===== src/rtl/register_bank.sv =====
// Register bank with two combinational read ports and a staged write path:
// a write is captured into a stage register and lands in the array one edge later.
module register_bank #(
    parameter int DATA_WIDTH = 32,
    parameter int ADDR_WIDTH = 5
) (
    input  logic                  clk,
    input  logic                  rst,
    input  logic                  reg_write,
    input  logic [ADDR_WIDTH-1:0] write_reg,
    input  logic [DATA_WIDTH-1:0] data_write,
    input  logic [ADDR_WIDTH-1:0] read_reg_1,
    input  logic [ADDR_WIDTH-1:0] read_reg_2,
    output logic [DATA_WIDTH-1:0] read_data_1,
    output logic [DATA_WIDTH-1:0] read_data_2,
    output logic                  wb_pending
);

    localparam int DEPTH = 2 ** ADDR_WIDTH;

    logic [DATA_WIDTH-1:0] regs_q [DEPTH];

    logic                  stage_valid_q, stage_valid_d;
    logic [ADDR_WIDTH-1:0] stage_addr_q,  stage_addr_d;
    logic [DATA_WIDTH-1:0] stage_data_q,  stage_data_d;

    logic write_accept;

    // Index 0 is hardwired to zero, so writes to it are dropped before the stage.
    assign write_accept = reg_write && (write_reg != '0);

    always_comb begin
        stage_valid_d = write_accept;
        stage_addr_d  = stage_addr_q;
        stage_data_d  = stage_data_q;
        if (write_accept) begin
            stage_addr_d = write_reg;
            stage_data_d = data_write;
        end
    end

    always_ff @(posedge clk) begin
        if (rst) begin
            stage_valid_q <= 1'b0;
            stage_addr_q  <= '0;
            stage_data_q  <= '0;
        end else begin
            stage_valid_q <= stage_valid_d;
            stage_addr_q  <= stage_addr_d;
            stage_data_q  <= stage_data_d;
        end
    end

    always_ff @(posedge clk) begin
        if (rst) begin
            for (int i = 0; i < DEPTH; i++) begin
                regs_q[i] <= '0;
            end
        end else if (stage_valid_q) begin
            for (int i = 1; i < DEPTH; i++) begin
                if (stage_addr_q == ADDR_WIDTH'(i)) begin
                    regs_q[i] <= stage_data_q;
                end
            end
        end
    end

    // Read priority: live write input, then pending stage, then committed array.
    function automatic logic [DATA_WIDTH-1:0] resolve_read(
        input logic                  in_rst,
        input logic [ADDR_WIDTH-1:0] idx,
        input logic                  we,
        input logic [ADDR_WIDTH-1:0] waddr,
        input logic [DATA_WIDTH-1:0] wdata,
        input logic                  sv,
        input logic [ADDR_WIDTH-1:0] sa,
        input logic [DATA_WIDTH-1:0] sd,
        input logic [DATA_WIDTH-1:0] arr_val
    );
        logic [DATA_WIDTH-1:0] val;
        val = '0;
        if (!in_rst && idx != '0) begin
            if (we && waddr == idx) begin
                val = wdata;
            end else if (sv && sa == idx) begin
                val = sd;
            end else begin
                val = arr_val;
            end
        end
        return val;
    endfunction

    logic [1:0][ADDR_WIDTH-1:0] rd_idx;
    logic [1:0][DATA_WIDTH-1:0] rd_val;

    assign rd_idx[0] = read_reg_1;
    assign rd_idx[1] = read_reg_2;

    generate
        for (genvar gi = 0; gi < 2; gi++) begin : g_rd_port
            assign rd_val[gi] = resolve_read(rst, rd_idx[gi], reg_write, write_reg, data_write,
                                             stage_valid_q, stage_addr_q, stage_data_q,
                                             regs_q[rd_idx[gi]]);
        end
    endgenerate

    assign read_data_1 = rd_val[0];
    assign read_data_2 = rd_val[1];
    assign wb_pending  = stage_valid_q;

endmodule


===== config.mk =====
export PLATFORM = sky130hd
export DESIGN_NAME = register_bank
export DESIGN_NICKNAME = d
export VERILOG_FILES = /design/src/rtl/register_bank.sv
export SDC_FILE = /design/constraint.sdc
export NUM_CORES = 2
export LEC_CHECK = 0
export CORE_UTILIZATION = 60
export CTS_CLUSTER_DIAMETER = 100
export DETAILED_ROUTE_END_ITERATION = 8
export HOLD_SLACK_MARGIN = 0.1
export MAX_ROUTING_LAYER = met4
export PLACE_DENSITY = 0.86
export SETUP_SLACK_MARGIN = 0.2
export SLEW_MARGIN = 20
export SYNTH_ARGS = -nofsm -noshare
export SYNTH_HDL_FRONTEND = slang
export SYNTH_SLANG_ARGS = --single-unit

===== constraint.sdc =====
create_clock -name clk -period 5 [get_ports clk]
set_input_delay 1 -clock clk [delete_from_list [all_inputs] [get_ports clk]]
set_output_delay 1 -clock clk [all_outputs]
set_load 0.1 [all_outputs]

==> results.md <==
* Cell area after layout at 59900 µm²
* Leading cell types by total area after synthesis: edfxtp_1 57%, mux2i_1 9.8%, mux4_2 6.8%
* Avg Cell Area, Syn at 13.3 µm²
* Result of the run: complete, no violations
* Area of the core region at about 86000 µm²
* Root Buffer: clkbuf_16
* Number of antenna violations at the first check in global routing at 4
* CP startpoint kind: primary input
* CP peak stage delay at 940 ps
* Slowest-stage cell, CP: nor2b_1
* Die outline area at 87900 µm²
* Synth top area share at 57.2%
* Worst hold slack at 497 ps
* Placed instance area at 56100 µm²
* Initial standard-cell utilization of the core at about three fifths
* Seq cells post-synth at 1030
* Post-Route Utilization at 70.1%
* GR Layer Usage met2 at 60.2%
* Routed vias at 39800
* Dominant synthesized flop cell: edfxtp_1
* Post-synthesis instance area at ~52000 µm²
* Fraction of power spent switching nets at 27.0%
* Final weighted congestion in routability-driven placement at 1.04
* Number of DRC markers after the initial detailed-route iteration at roughly 8000
* Number of sinks on the clock net at 1030
* Share of power burned in registers at 46.9%
* Port Buf Inserts at 114
* Most used routing layer in global routing: met2
* Placed wire-length estimate at 114000 µm
* Largest voltage drop on the vdd net at 0.313 mV
* Most area-hungry cell type in the Yosys netlist: edfxtp_1
* TritonCTS clock tree: yes
* Maximum number of pins on one net before global-route repair at 86
* Total clock buffers created by CTS at 102
* CTS clock-pin slew for the worst setup and hold paths at 60 ps
* Maximum clock skew at final layout at roughly 32 ps
* Synth top cells by count: 992 x edfxtp_1, 616 x nor2_1, 507 x mux2i_1
* Average vias per placed instance at 7.58
* Power density of the placed cells at 359 nW/µm²
* Power Internal at ~16 mW
* Final wirelength at about 180000 µm
* Kind of cell adding the most delay to the critical path: compound AO/OA/AOI/OAI gates
* FP Rows at roughly 110
* Critical-path cell list: buf_2 > nor2b_1 > buf_4 > a22oi_1 > a211oi_1 > a221o_1 > buf_12
* Die Y at around 300 µm
* Synthesized net count at 3968
* Endpoints failing setup at 0
* Global-route usage over all layers at 42.4%
* Yosys synthesis warning count at 0
* Sequential cell area fraction in the yosys report at 58.7%
* Hold-fix buffers, CTS at 0
* RSZ-0062 raised after global routing: false
* Fraction of layout cells with a size suffix above 1 at 21.0%
* Worst path required time at 4000 ps
* Worst path arrival time at 3960 ps
* Post-CTS repair timing setup buffer count at 0
* Count of unresolved DRC violations after routing at 0
* Slew at the pin with the worst max-slew slack at 1210 ps
* Most instantiated library cell after synthesis: edfxtp_1
* Syn Inst Count at 3918
* Post-synthesis async set-or-reset flop share at 0%
* Switching power at 5.79 mW
* Number of nets with antenna violations after detailed routing at 0
* Pre-Repair DR Iteration Count at 7
* Post-layout min period at 4960 ps
* Worst Path Max Fanout at 15
* Clock power share at 38.1%
* Met1 routing resource usage after global routing at ~52%
* Summed negative setup slack over all endpoints at 0 ps
* Worst-case clock buffer depth at 3
* Class of the tightest hold or removal check: flop to flop
* Part of the power in combinational logic at between 10% and 20%
* Met3 Usage GRT at about an eighth
* Fin. max-slew vios at 0
* Total Nets Final at 4068
* Instance count after placement with tap cells included at 5056
* Area grow syn2layout at 15.2%
* Die X at around 300 µm
* Timing-limited maximum frequency at 202 MHz
* Wire length of the first global-routing pass at between 200000 and 300000 µm
* Number of non-filler instances in the completed layout at ~5300
* Kind of end point of the critical path: output port
* Total congestion overflow after global routing at 0
* Number of synthesized flops with an enable pin at 992
* WP buf/inv at 3
* Leakage power figure at 21.9 nW
* Max-slew headroom at the worst pin at 19.3%
* Number of global-route vias before repair at 38300
* Count of endpoints failing hold in the final timing report at 0
* Cell variety after synth at 62
* Clock network latency to the later pin of the worst-skew pair at 720 ps
* Number of primary I/O pins at roughly 120
* Kind of critical path: primary input to output port
* Post-route clock period utilization at 99.1%
* Routed len/inst at approximately 35 µm
* H-tree Lvls at 3
* Max-capacitance violation count at 0
## flip-flops by register name (all words and copies together) (netlist names)
name	flops
regs_q	992
stage_addr_q	5
wb_pending	1
stage_data_q	32
## final timing paths
kind / to / startpoint / cells after the start / slack [ps]
worst max register to register: regs_q[3][15] / stage_addr_q[0] / 6 / 1760
worst max-delay path: read_data_1[1] / read_reg_1[3] / 7 / 40
worst min register to register: stage_data_q[22] / stage_data_q[22] / 2 / 500
worst min-delay path: stage_data_q[22] / stage_data_q[22] / 2 / 500
## metal layers
metal	up-vias	share of wire (%)
met5	-	0
met3	1085	16
met4	0	9.1
met1	19000	31
li1	15500	-
met2	4284	43
## worst register-to-register path, stage by stage (launching register included)
cell	delay, ps
dfxtp_1	590
nand2_1	370
nor2_1	480
nand2_1	110
buf_4	320
nand2_1	490
buf_4	500
## through the flow
stage	setup WS [ps]	power, mW
floorplan	-185	12.0
global placement	-17.2	13.2
CTS	147	21.2
finish	45.0	21.5
global route	202	21.8
detailed placement	-59.3	13.3
## cell usage in the layout (no fill, tap or decap), types with 38 or more instances in the layout
cell / n
buf_12: 97
clkdlybuf4s50_1: 38
nor3_1: 69
mux2i_1: 507
o22ai_1: 145
dfxtp_1: 38
a21oi_1: 149
buf_4: 215
a22oi_1: 106
nand2_1: 169
mux4_2: 157
clkbuf_16: 104
a221oi_1: 55
edfxtp_1: 992
nor2_1: 612
mux2_2: 114
## kinds of logic after synthesis
group | after synthesis | share of synthesized area, %
flops | 1030 | 58.7
buf+inv | 405 | 3.61
mux | 800 | 20.1
compound gates | 698 | 9.63
xor+xnor | 20 | 0.337
simple gates | 965 | 7.63
## power by group through the flow
stage | Combinational [mW] | Sequential (mW) | Clock, mW
2_1_floorplan | 1.85 | 10.2 | 0
3_3_place_gp | 2.98 | 10.2 | 0
3_5_place_dp | 3.02 | 10.2 | 0
4_1_cts | 3.06 | 10.1 | 8.12
5_1_grt | 3.24 | 10.1 | 8.48
6_report | 3.22 | 10.1 | 8.18
## cell type report
class	count	area, µm²
Inverter	36	135
Sequential cell	1030	30500
Fill cell	5373	25600
Clock inverter	61	837
Multi-Input combinational cell	2483	20100
Timing Repair Buffer	365	4130
Clock buffer	131	2690
Tap cell	1144	1430
Antenna cell	5	12.5
## timing repair
| item | 4_1_cts | 5_1_grt |
|---|---|---|
| endpoints found under the setup margin | 34 | 38 |
| resized for setup | 14 | 26 |
| pin swaps | 2 | 2 |
| gates cloned | 0 | 2 |
Note: power is estimated with default switching activity, not from simulation.
